==> src/rtl/f_fetch_seq_pkg.sv <==
// Fetch-stage constants and FSM encodings, shared with the CP0 and hazard units.
package f_fetch_seq_pkg;

  localparam logic [31:0] instr_start        = 32'h0000_3000;
  localparam logic [31:0] exception_entrance = 32'h0000_4180;
  localparam logic [31:0] im_lo              = 32'h0000_3000;
  localparam logic [31:0] im_hi              = 32'h0000_6FFF;
  localparam int unsigned wdog_max           = 64;

  typedef enum logic [1:0] {
    RUN  = 2'd0,
    HOLD = 2'd1,
    EXC  = 2'd2,
    RET  = 2'd3
  } fetch_state_t;

endpackage

==> src/rtl/f_fetch_seq_npc_mux.sv <==
// Next-PC priority selector: exception entrance, stall hold, ERET, branch target, PC+4.
module f_npc_mux
  import f_fetch_seq_pkg::*;
#(
  parameter logic [31:0] EXC_ENTRY = exception_entrance
) (
  input  logic [31:0] pc,
  input  logic        stall,
  input  logic        req,
  input  logic        eret,
  input  logic [31:0] epc,
  input  logic        br_taken,
  input  logic [31:0] br_target,
  output logic [31:0] npc,
  output logic        f_flush
);

  // req beats stall; under stall the D-stage redirects are re-presented later
  always_comb begin
    npc = pc + 32'd4;
    if (req)
      npc = EXC_ENTRY;
    else if (stall)
      npc = pc;
    else if (eret)
      npc = epc;
    else if (br_taken)
      npc = br_target;
  end

  assign f_flush = eret & ~stall & ~req;

endmodule

==> src/rtl/f_fetch_seq.sv <==
// Fetch-stage sequencer: owns the fetch PC, FSM, stall watchdog and exception counter.
module f_fetch_seq
  import f_fetch_seq_pkg::*;
#(
  parameter logic [31:0] START     = instr_start,
  parameter logic [31:0] EXC_ENTRY = exception_entrance,
  parameter logic [31:0] IM_LO     = im_lo,
  parameter logic [31:0] IM_HI     = im_hi,
  parameter int unsigned WDOG_MAX  = wdog_max
) (
  input  logic        clk,
  input  logic        reset,
  input  logic        stall,
  input  logic        req,
  input  logic        eret,
  input  logic [31:0] epc,
  input  logic        br_taken,
  input  logic [31:0] br_target,
  input  logic        d_is_branch,
  output logic [31:0] pc,
  output logic        f_bd,
  output logic        f_adel,
  output logic        f_flush,
  output logic [1:0]  state,
  output logic        stall_timeout,
  output logic [15:0] exc_count
);

  localparam logic [6:0] wdog_lim = 7'(WDOG_MAX);

  fetch_state_t state_q;
  logic [31:0]  npc;
  logic [6:0]   hold_cnt;
  logic [6:0]   hold_next;

  f_npc_mux #(
    .EXC_ENTRY(EXC_ENTRY)
  ) u_npc_mux (
    .pc        (pc),
    .stall     (stall),
    .req       (req),
    .eret      (eret),
    .epc       (epc),
    .br_taken  (br_taken),
    .br_target (br_target),
    .npc       (npc),
    .f_flush   (f_flush)
  );

  // Hold counter value after this edge; lets stall_timeout rise on the same edge the limit is hit
  always_comb begin
    hold_next = '0;
    if (stall && !req)
      hold_next = (hold_cnt == wdog_lim) ? hold_cnt : hold_cnt + 7'd1;
  end

  always_ff @(posedge clk or posedge reset) begin
    if (reset) begin
      pc            <= START;
      state_q       <= RUN;
      hold_cnt      <= '0;
      stall_timeout <= 1'b0;
      exc_count     <= '0;
    end else begin
      pc       <= npc;
      hold_cnt <= hold_next;
      if (hold_next == wdog_lim)
        stall_timeout <= 1'b1;
      if (req && exc_count != 16'hFFFF)
        exc_count <= exc_count + 16'd1;
      if (req)
        state_q <= EXC;
      else if (stall)
        state_q <= HOLD;
      else if (eret)
        state_q <= RET;
      else
        state_q <= RUN;
    end
  end

  assign state  = state_q;
  assign f_bd   = d_is_branch & (state_q != EXC);
  assign f_adel = (pc[1:0] != 2'b00) | (pc < IM_LO) | (pc > IM_HI);

endmodule

==> config.mk <==
export PLATFORM = sky130hd
export DESIGN_NAME = f_fetch_seq
export DESIGN_NICKNAME = d
export VERILOG_FILES = /design/src/rtl/f_fetch_seq_pkg.sv /design/src/rtl/f_fetch_seq_npc_mux.sv /design/src/rtl/f_fetch_seq.sv
export SDC_FILE = /design/constraint.sdc
export NUM_CORES = 1
export LEC_CHECK = 0
export ABC_AREA = 1
export CAP_MARGIN = 15
export CORE_MARGIN = 4
export CORE_UTILIZATION = 49
export DETAILED_ROUTE_END_ITERATION = 7
export PLACE_DENSITY = 0.84
export SKIP_CTS_REPAIR_TIMING = 1
export SLEW_MARGIN = 25
export SYNTH_ARGS = -nofsm -noshare
export SYNTH_HDL_FRONTEND = slang
export SYNTH_HIERARCHICAL = 1
export SYNTH_SLANG_ARGS = --single-unit
==> constraint.sdc <==
create_clock -name clk -period 1.93 [get_ports clk]
set_input_delay 0.386 -clock clk [delete_from_list [all_inputs] [get_ports clk]]
set_output_delay 0.386 -clock clk [all_outputs]
set_load 0.005 [all_outputs]
==> out/qor.yml <==
setup_path:
  end_kind: "output port"
  cp.required_ns: 1.54
  rrSetupSlack_ns: 0.16
  cp-start-kind: "flip-flop"
  worst-path-max-fanout: 2
  crit_end: "f_adel"
  timing.rr.start: "exc_count[0]"
  path_class: "flip-flop to output port"
  worstReg2RegEnd: "exc_count[0]"
  reg2reg_depth: 8
  critPathLaunch: "pc[29]"
  crit_arrival_ns: 1.52
cts:
  clk_pin_slew_ns: 0.07
  cts_sinks: 58
  htree_levels: 3
  numCtsBuffers: 9
  cts_root_buffer: "clkbuf_8"
  clk_latency_ns: 0.35
  cts_tree: "yes"
  cts_buffer_depth: 2
floorplanning:
  io_pins: 125
  core_area_um2: 8380
  start_util_pct: 51.5
  num_rows: 33
  die-area_um2: 10400
  die-width_um: 102
  die_y_um: 102
logic_synthesis:
  yosys_warnings: 6
  synth_compound_area_share_pct: 15.9
  synth-seq-cells: 58
  synth_top_family_by_area: "simple AND/OR/NAND/NOR gates"
  yosys-top-cells-area: "dfrtp_1, nand2_1, nor2_1, a21oi_1, nand3_1"
  async_flop_share_pct: 100
  yosysTopAreaCell: "dfrtp_1"
  synth_area_um2: 4320
  seq_area_frac_synth_pct: 33.7
  synth_adder_area_share_pct: 1.16
  synth_cell_types: 37
  synthMuxAreaShare_pct: 0.232
  postSynthAreaPerCell_um2: 6.48
  synthSimpleGateAreaFrac_pct: 37.3
  yosys.area_share.xor_xnor_pct: 3.04
  synth_edf_count: 0
  syn_nets: 741
  synth_cells: 666
  ys.flop_type: "dfrtp_1"
  synth_top_area_share_pct: 32.5
timing:
  slew_viol_final: 0
  min_period_over_period_pct: 98.5
  rsz0062_at_grt: "no"
  hold_viol_final: 0
  max_freq_ghz: 0.526
  relSlewSlack_pct: 65.0
  worst_slew_pin_slew_ns: 0.525
  hold_ws_ns: 0.409
  min_period_ns: 1.90
  finalSetupViolCount: 0
  finClkSkew_ns: 0.00919
cells_and_area:
  final_cell_mix: "nand2_1, clkdlybuf4s50_1, nor2_1"
  final_common_cell: "nand2_1"
  final_util_pct: 72.8
  nets: 887
  layout-drive-gt1-share_pct: 11.3
  fillers: 717
  fin_cells: 922
  design_area_um2: 6100
  diodes: 0
  syn_to_final_growth_pct: 41.4
run_status:
  status: "finished clean"
pwr:
  p_switching_uw: 1220
  power.leakage_uw: 0.00269
  ir_drop_mv: 0.582
  power_frac_clock_pct: 28.3
  p_int_uw: 2420
  switching_share_pct: 33.6
  finalPower_uw: 3640
  p_seq_share_pct: 40.7
  cellPowerDensity_nw_per_um2: 596
  combPwrFrac_pct: 31.0
placed_design:
  dpl.hpwl_um: 10400
  placed_cell_area_um2: 5890
  dpl.cell_count: 906
  io_buffers: 124
  gp_congestion: 0.947
flow_run:
  drv_cap: 0
global_route:
  grt_pass1_vias: 4984
  grt-ovfl-total: 0
  grt_pass1_wl_um: 23000
  grt_max_degree: 59
  grt_usage_pct: 27.7
  antenna_found_initial: 0
detailed_routing:
  drt-initial-drc-count: 233
  wl_um: 14000
  wl_per_cell_um: 15.1
  antenna_left: 0
  vias: 5138
  first_pass_iters: 5
  drc: 0
  post_drt_via_cell_ratio: 5.57
worst_hold_path:
  worstHoldPathType: "primary input to asynchronous set/reset pin"
==> power groups by stage <==
stage,logic (uW),registers (uW),clock network [uW]
after floorplan,479,1500,0
after global placement,1080,1490,0
final,1130,1480,1030
after CTS,1130,1470,1030
after global routing,1240,1500,1080
after detailed placement,1120,1490,0
==> routing by layer <==
metal	up-vias	part of all wire, %	GRT usage, %
li1	2441	-	-
met1	2423	41	35.1
met2	249	48	47.0
met3	25	8.7	5.46
met4	0	2.1	9.99
met5	-	0	0
==> critical path, cell delays in order, from the launching register on <==
cell and delay [ns]:
dfrtp_1 0.40, nor4_2 0.33, buf_4 0.17, nand4_1 0.09
dlymetal6s2s_1 0.17
==> final cells by class <==
class | count | area, um2 | share of cell area, %
Clock inverter | 5 | 30.0 | 0.492
Tap cell | 105 | 131 | 2.15
Inverter | 70 | 263 | 4.31
Multi-Input combinational cell | 514 | 2520 | 41.3
Timing Repair Buffer | 159 | 1560 | 25.6
Clock buffer | 11 | 141 | 2.32
Sequential cell | 58 | 1450 | 23.8
==> cell usage after synthesis (2+ instances only) <==
cell type,instances
dfstp_2,2
nand3_2,2
o211ai_1,2
nor2_1,94
a21oi_2,4
buf_6,2
o21ai_0,48
nor3_1,10
dfrtp_1,56
nand2_2,4
nor4_1,4
o21bai_1,4
clkbuf_1,20
xor2_1,13
a21boi_0,2
xnor2_1,2
nand2_1,175
inv_1,69
o21ai_2,6
a21oi_1,56
nand4_1,6
buf_2,2
nand3_1,55
ha_1,4
nor2_2,5
nor2_4,8
==> kinds of logic after synthesis <==
family | after synthesis
AOI/OAI and AO/OA | 125
buffers and inverters | 94
adders and majority gates | 4
DFF | 58
muxes | 1
xor gates and xnor gates | 15
and+or+nand+nor | 369
==> registers in the layout, indices dropped and copies added (netlist names) <==
| register | count |
|---|---|
| pc | 32 |
| stall_timeout | 1 |
| state | 2 |
| exc_count | 16 |
| hold_cnt | 7 |
==> stage by stage <==
| step | setup TNS, ns | setup WS (ns) |
|---|---|---|
| global placement | -0.0719 | -0.0369 |
| CTS | -0.380 | -0.318 |
| floorplan | 0 | 0.119 |
| global route | 0 | 0.000623 |
| finish | 0 | 0.0283 |
| detailed placement | -0.124 | -0.0703 |
==> worst min-delay path by stage <==
stage                         end  slack, ns  cells after the start
floorplan                state[0]       0.45                      1
global placement    stall_timeout       0.46                      2
detailed placement  stall_timeout       0.48                      2
CTS                  exc_count[7]       0.43                      3
global route        stall_timeout       0.43                      3
finish              stall_timeout       0.41                      3
Note: power is estimated with default switching activity, not from simulation.
